File: src/rtl/fft_pkg.sv
// ---------------------------------------------------------------------------
// fft_pkg
// Shared definitions for the FFT pipeline read-side blocks.
//   FFT_DATA_WIDTH : default sample width, matching the stage FIFOs.
//   fsm_state_t    : frame reader control states (2 bits).
// ---------------------------------------------------------------------------
package fft_pkg;

    localparam int FFT_DATA_WIDTH = 16;

    typedef enum logic [1:0] {
        ST_IDLE  = 2'd0,
        ST_RUN   = 2'd1,
        ST_DRAIN = 2'd2,
        ST_DONE  = 2'd3
    } fsm_state_t;

endpackage

File: src/rtl/fft_out_buffer.sv
// ---------------------------------------------------------------------------
// fft_out_buffer
// Small circular output buffer between the FIFO read port and the output
// stream. Push and pop may occur in the same cycle. Only the pointers and
// occupancy are reset; the storage itself carries data only.
// Ports:
//   clk, rst    : clock, asynchronous active-high reset
//   push        : write push_data at the tail
//   push_data   : sample to store
//   pop         : remove the head entry
//   head_data   : current head entry (meaningful only when occ != 0)
//   occ         : number of stored entries (0..DEPTH)
// ---------------------------------------------------------------------------
module fft_out_buffer
    import fft_pkg::*;
#(
    parameter int DATA_WIDTH = FFT_DATA_WIDTH,
    parameter int DEPTH      = 4,
    localparam int AW        = $clog2(DEPTH)
) (
    input  logic                  clk,
    input  logic                  rst,
    input  logic                  push,
    input  logic [DATA_WIDTH-1:0] push_data,
    input  logic                  pop,
    output logic [DATA_WIDTH-1:0] head_data,
    output logic [AW:0]           occ
);

    logic [DATA_WIDTH-1:0] mem [DEPTH];
    logic [AW-1:0]         wr_ptr;
    logic [AW-1:0]         rd_ptr;
    logic                  pop_ok;
    logic                  push_ok;

    // A pop on an empty buffer or a push into a full one (without a
    // matching pop) would corrupt the pointers, so both are masked here.
    assign pop_ok  = pop && (occ != '0);
    assign push_ok = push && ((occ != (AW+1)'(DEPTH)) || pop_ok);

    assign head_data = mem[rd_ptr];

    always_ff @(posedge clk) begin
        if (push_ok) begin
            mem[wr_ptr] <= push_data;
        end
    end

    always_ff @(posedge clk or posedge rst) begin
        if (rst) begin
            wr_ptr <= '0;
            rd_ptr <= '0;
            occ    <= '0;
        end else begin
            if (push_ok) begin
                wr_ptr <= wr_ptr + 1'b1;
            end
            if (pop_ok) begin
                rd_ptr <= rd_ptr + 1'b1;
            end
            case ({push_ok, pop_ok})
                2'b10:   occ <= occ + 1'b1;
                2'b01:   occ <= occ - 1'b1;
                default: occ <= occ;
            endcase
        end
    end

endmodule

File: src/rtl/fft_frame_reader.sv
// ---------------------------------------------------------------------------
// fft_frame_reader
// Drains one frame of FRAME_LEN samples from the stage FIFO's registered
// read port after a start pulse and re-emits them as a valid/ready stream
// with first/last/index tags, absorbing downstream backpressure.
// Ports:
//   clk, rst    : clock, asynchronous active-high reset
//   start       : frame request, honoured only while idle
//   fifo_empty  : FIFO empty flag
//   fifo_dout   : FIFO read data, valid the cycle after an accepted read
//   fifo_rd_en  : FIFO read enable (combinational)
//   m_valid     : output beat valid
//   m_ready     : downstream accept
//   m_data      : output sample (0 when no beat is presented)
//   m_first     : beat is index 0
//   m_last      : beat is index FRAME_LEN-1
//   m_index     : beat index within the frame
//   busy        : controller is not idle
//   done        : one-cycle pulse after the last beat is accepted
// ---------------------------------------------------------------------------
module fft_frame_reader
    import fft_pkg::*;
#(
    parameter int DATA_WIDTH = FFT_DATA_WIDTH,
    parameter int FRAME_LEN  = 8,
    parameter int OBUF_DEPTH = 4,
    localparam int IW        = $clog2(FRAME_LEN),
    localparam int OW        = $clog2(OBUF_DEPTH)
) (
    input  logic                  clk,
    input  logic                  rst,
    input  logic                  start,
    input  logic                  fifo_empty,
    input  logic [DATA_WIDTH-1:0] fifo_dout,
    output logic                  fifo_rd_en,
    output logic                  m_valid,
    input  logic                  m_ready,
    output logic [DATA_WIDTH-1:0] m_data,
    output logic                  m_first,
    output logic                  m_last,
    output logic [IW-1:0]         m_index,
    output logic                  busy,
    output logic                  done
);

    fsm_state_t            state;
    logic [IW:0]           rd_left;
    logic [IW-1:0]         tx_cnt;
    logic                  inflight;
    logic [OW:0]           occ;
    logic [OW+1:0]         pending;
    logic [DATA_WIDTH-1:0] head_data;
    logic                  hs;
    logic                  last_beat;

    // Reads are throttled so that everything already requested, including
    // the word still on its way out of the FIFO, fits in the buffer.
    assign pending    = {1'b0, occ} + (OW+2)'(inflight);
    assign fifo_rd_en = (state == ST_RUN) && (rd_left != '0) && !fifo_empty &&
                        (pending < (OW+2)'(OBUF_DEPTH));

    assign m_valid   = (occ != '0);
    assign hs        = m_valid && m_ready;
    assign last_beat = (tx_cnt == IW'(FRAME_LEN - 1));

    // Tags and data are gated by m_valid so idle/reset outputs read as zero
    // without having to reset the buffer storage.
    assign m_data  = m_valid ? head_data : '0;
    assign m_index = tx_cnt;
    assign m_first = m_valid && (tx_cnt == '0);
    assign m_last  = m_valid && last_beat;
    assign busy    = (state != ST_IDLE);
    assign done    = (state == ST_DONE);

    always_ff @(posedge clk or posedge rst) begin
        if (rst) begin
            state    <= ST_IDLE;
            rd_left  <= '0;
            tx_cnt   <= '0;
            inflight <= 1'b0;
        end else begin
            inflight <= fifo_rd_en;
            case (state)
                ST_IDLE: begin
                    if (start) begin
                        state   <= ST_RUN;
                        rd_left <= (IW+1)'(FRAME_LEN);
                        tx_cnt  <= '0;
                    end
                end
                ST_RUN: begin
                    if (fifo_rd_en) begin
                        rd_left <= rd_left - 1'b1;
                    end
                    // The final read cannot have produced a beat yet, so the
                    // last handshake always happens in DRAIN.
                    if (rd_left == '0 || (fifo_rd_en && rd_left == (IW+1)'(1))) begin
                        state <= ST_DRAIN;
                    end
                end
                ST_DRAIN: begin
                    if (hs && last_beat) begin
                        state <= ST_DONE;
                    end
                end
                default: begin
                    state <= ST_IDLE;
                end
            endcase
            // tx_cnt wraps back to 0 after the last beat of the frame.
            if (hs) begin
                tx_cnt <= tx_cnt + 1'b1;
            end
        end
    end

    fft_out_buffer #(
        .DATA_WIDTH (DATA_WIDTH),
        .DEPTH      (OBUF_DEPTH)
    ) u_obuf (
        .clk       (clk),
        .rst       (rst),
        .push      (inflight),
        .push_data (fifo_dout),
        .pop       (hs),
        .head_data (head_data),
        .occ       (occ)
    );

endmodule

File: config.mk
export PLATFORM = sky130hd
export DESIGN_NAME = fft_frame_reader
export DESIGN_NICKNAME = d
export VERILOG_FILES = /design/src/rtl/fft_pkg.sv /design/src/rtl/fft_out_buffer.sv /design/src/rtl/fft_frame_reader.sv
export SDC_FILE = /design/constraint.sdc
export NUM_CORES = 1
export LEC_CHECK = 0
export BUFFER_PORTS_ARGS = -buffer_cell sky130_fd_sc_hd__buf_2
export CAP_MARGIN = 40
export CORE_ASPECT_RATIO = 2
export CORE_UTILIZATION = 57
export CTS_BUF_LIST = sky130_fd_sc_hd__clkbuf_8 sky130_fd_sc_hd__clkbuf_16
export CTS_CLUSTER_SIZE = 14
export DETAILED_ROUTE_END_ITERATION = 8
export PLACE_DENSITY = 0.9
export SLEW_MARGIN = 25
export SYNTH_ARGS = -nofsm -noshare
export SYNTH_HDL_FRONTEND = slang
export SYNTH_SLANG_ARGS = --single-unit
File: constraint.sdc
create_clock -name clk -period 2.3 [get_ports clk]
set_input_delay 0.46 -clock clk [delete_from_list [all_inputs] [get_ports clk]]
set_output_delay 0.46 -clock clk [all_outputs]
set_load 0.01 [all_outputs]
==> summary.txt <==
Synthesis
  • Net count after synthesis: 241
  • Post-synth EDFFs: 64
  • Synth warnings: 0
  • Register area share after synthesis: 0.669
  • FF+latch count, synth: 81
  • Mean Syn Cell Area: approximately 17 um^2
  • Synthesized instance count: 205
  • Mapped cell area: between 0.003 and 0.004 mm^2
  • Fraction of registers with async set/reset: 0.210
  • Synth cell types: 40
  • Synth Flop Type: edfxtp_1

Timing
  • Clock Skew: roughly 0.0078 ns
  • Post-route clock period utilization: 0.958
  • Slew @ Worst Pin: 0.816 ns
  • Fin crit period: 2.20 ns
  • Slew Limit Headroom: 0.456
  • Fmax: ~450 MHz
  • Fin. max-slew vios: 0
  • Final hold vios: 0
  • Setup Viol. Count Final: 0
  • Setup_tns: 0 ns
  • RSZ-0062 raised after global routing: no

Layout
  • Post-layout instance area: between 0.004 and 0.005 mm^2
  • Multi-input gate area: 0.00108 mm^2
  • Post-route insts no fill: 329
  • FF+latch area: 0.00235 mm^2
  • Most frequent cells in the layout: edfxtp_1 (64), buf_2 (45), inv_1 (17), mux4_2 (16), dfrtp_1 (16)
  • Fillcell total: between 300 and 400
  • Area grow syn2layout: 20.9%
  • Layout cells sized above 1: 0.353
  • Nets: roughly 300
  • Ant diodes: 0
  • Most common cell after layout, fill and taps aside: edfxtp_1

Outcome
  • Failing checks: design-rule violations
  • Status: complete, but fails checks

Placed design
  • Routability cong.: 0.806
  • Post-DP HPWL: roughly 4200 um
  • Placed cells: 310
  • Dpl cell area: about 0.0038 mm^2
  • Port-buffer cells: 45

Worst setup path
  • Req. time, crit path: 1.84 ns
  • Critical path type: flop to output pin
  • Crit start category: flop
  • Element type at the critical path end: output pin
  • Worst R2R Path Depth: 6
  • Crit-path max cell delay: ~0.52 ns
  • CP max-delay cell: mux4_2
  • CP max FO: 16
  • Crit path DAT: roughly 1.7 ns
  • Crit-path cells: buf_12 -> mux4_2 -> nor2b_1 -> buf_2

CTS
  • Clk slew on worst S/H paths: around 0.060 ns
  • H-tree level count: 3
  • Root Buffer: clkbuf_16
  • CTS tree: built
  • CTS Hold Bufs: 0
  • Inserted Clock Buffers: 9
  • CTS Buffer Depth: 2
  • Num Clock Sinks: 81
  • Clock Latency Late Sink: ~0.33 ns

Die
  • IO Pins: between 40 and 50
  • Die height: 113 um
  • Die area: between 0.006 and 0.007 mm^2
  • Starting Density: 0.589
  • Row Count: 40
  • Die X: roughly 57 um
  • Core ar.: approximately 0.0060 mm^2

Global route
  • Total gr overflow: 0
  • Initial antenna violation count: 0
  • Largest net degree at the start of global routing: 20
  • Vias in the first global route: between 1500 and 2000
  • GR Util All Layers: 0.211
  • First-pass GRT wire length: 9660 um

Power
  • VDD IR max: between 1 and 1.5 mV
  • PD cells: 1310 mW/mm^2
  • Total power draw: ~0.0055 W
  • Leakage: 1.66 nW

Detailed routing
  • WL per Instance: roughly 19 um
  • Total wire length: about 6400 um
  • DR pass1 iterations: 6
  • Post-route ant nets: 0
  • Residual DRC: 4
  • Iteration-0 DRC Markers: 78
  • Vias per inst: between 5 and 6
  • Routed vias: approximately 2000

Job
  • Number of max-cap violations: 0

Worst hold path
  • Hold Path Class: input pin to async pin
[worst max-delay path, delay by kind of cell (launching register included)]
kind	cells	cell delay, ns
mux	1	0.52
flops	1	0.41
buf+inv	2	0.33
simple gates	1	0.14
[path summary, 6_finish.rpt]
kind / from / endpoint / slack [ns]
max in group asynchronous: rst / u_obuf.rd_ptr[0] / 1.60
setup / recovery: u_obuf.rd_ptr[0] / m_data[2] / 0.1
min in group clk: fifo_dout[2] / u_obuf.mem[0][2] / 0.35
setup reg to reg: state[1] / state[1] / 0.32
hold reg to reg: u_obuf.rd_ptr[1] / u_obuf.rd_ptr[1] / 0.50
hold / removal: rst / state[1] / 0.22
[per-layer routing]
metal	vias up	GRT usage	wire, um
met3	10	0.0526	239
met5	-	0	0
met1	987	0.209	2270
met2	59	0.389	3730
met4	0	0.106	124
li1	894	-	-
[power by group]
part,leakage [nW],internal (W),switching [W]
Clock,0.180,0.00114,0.000534
Sequential,0.783,0.00179,0.000223
Combinational,0.697,0.000919,0.000942
[Yosys cell counts (all sizes together), types with 3 or more instances]
cell type	number	area, um^2
o21ai	3	15.0
dfrtp	17	425
edfxtp	64	1920
buf	4	20.0
nand3	4	20.0
and2	4	25.0
xnor2	5	43.8
nor2b	12	75.1
and2b	5	37.5
ha	14	175
mux4	16	360
inv	18	67.6
nand2	8	30.0
[kinds of logic after synthesis]
family / count (synthesis) / synth area share
DFF: 81 / 0.669
and+or+nand+nor: 42 / 0.0702
buffers and inverters: 24 / 0.0271
AOI/OAI and AO/OA: 19 / 0.0545
muxes: 19 / 0.112
adders and majority gates: 15 / 0.0556
xor gates and xnor gates: 5 / 0.0125
[area by class of cell]
class | instances | area share
tap | 63 | 0.0186
clock buffer | 12 | 0.0707
clock inverter | 3 | 0.0153
inverter | 18 | 0.0159
timing repair buffer | 52 | 0.0728
multi-input combinational | 100 | 0.253
sequential | 81 | 0.553
[through the flow]
step | hold WS, ns | util | worst slack, ns
finish | 0.222 | 0.713 | 0.0957
global route | 0.283 | 0.713 | 0.0306
CTS | 0.233 | 0.706 | 0.0183
detailed placement | 0.467 | 0.643 | 0.311
global placement | 0.462 | 0.643 | 0.347
floorplan | 0.386 | - | 0.237
[timing repair]
action	4_1_cts	5_1_grt
hold endpoints to repair	0	0
resized for setup	2	1
setup buffers	1	0
pin swaps	0	0
endpoints found under the setup margin	1	7
[registers in the layout, indices dropped and copies added, names as in the netlist]
signal / count
m_index: 3
u_obuf.rd_ptr: 2
u_obuf.mem: 64
rd_left: 4
inflight: 1
u_obuf.wr_ptr: 2
state: 2
u_obuf.occ: 3
Power figures use the tool's default switching activity.
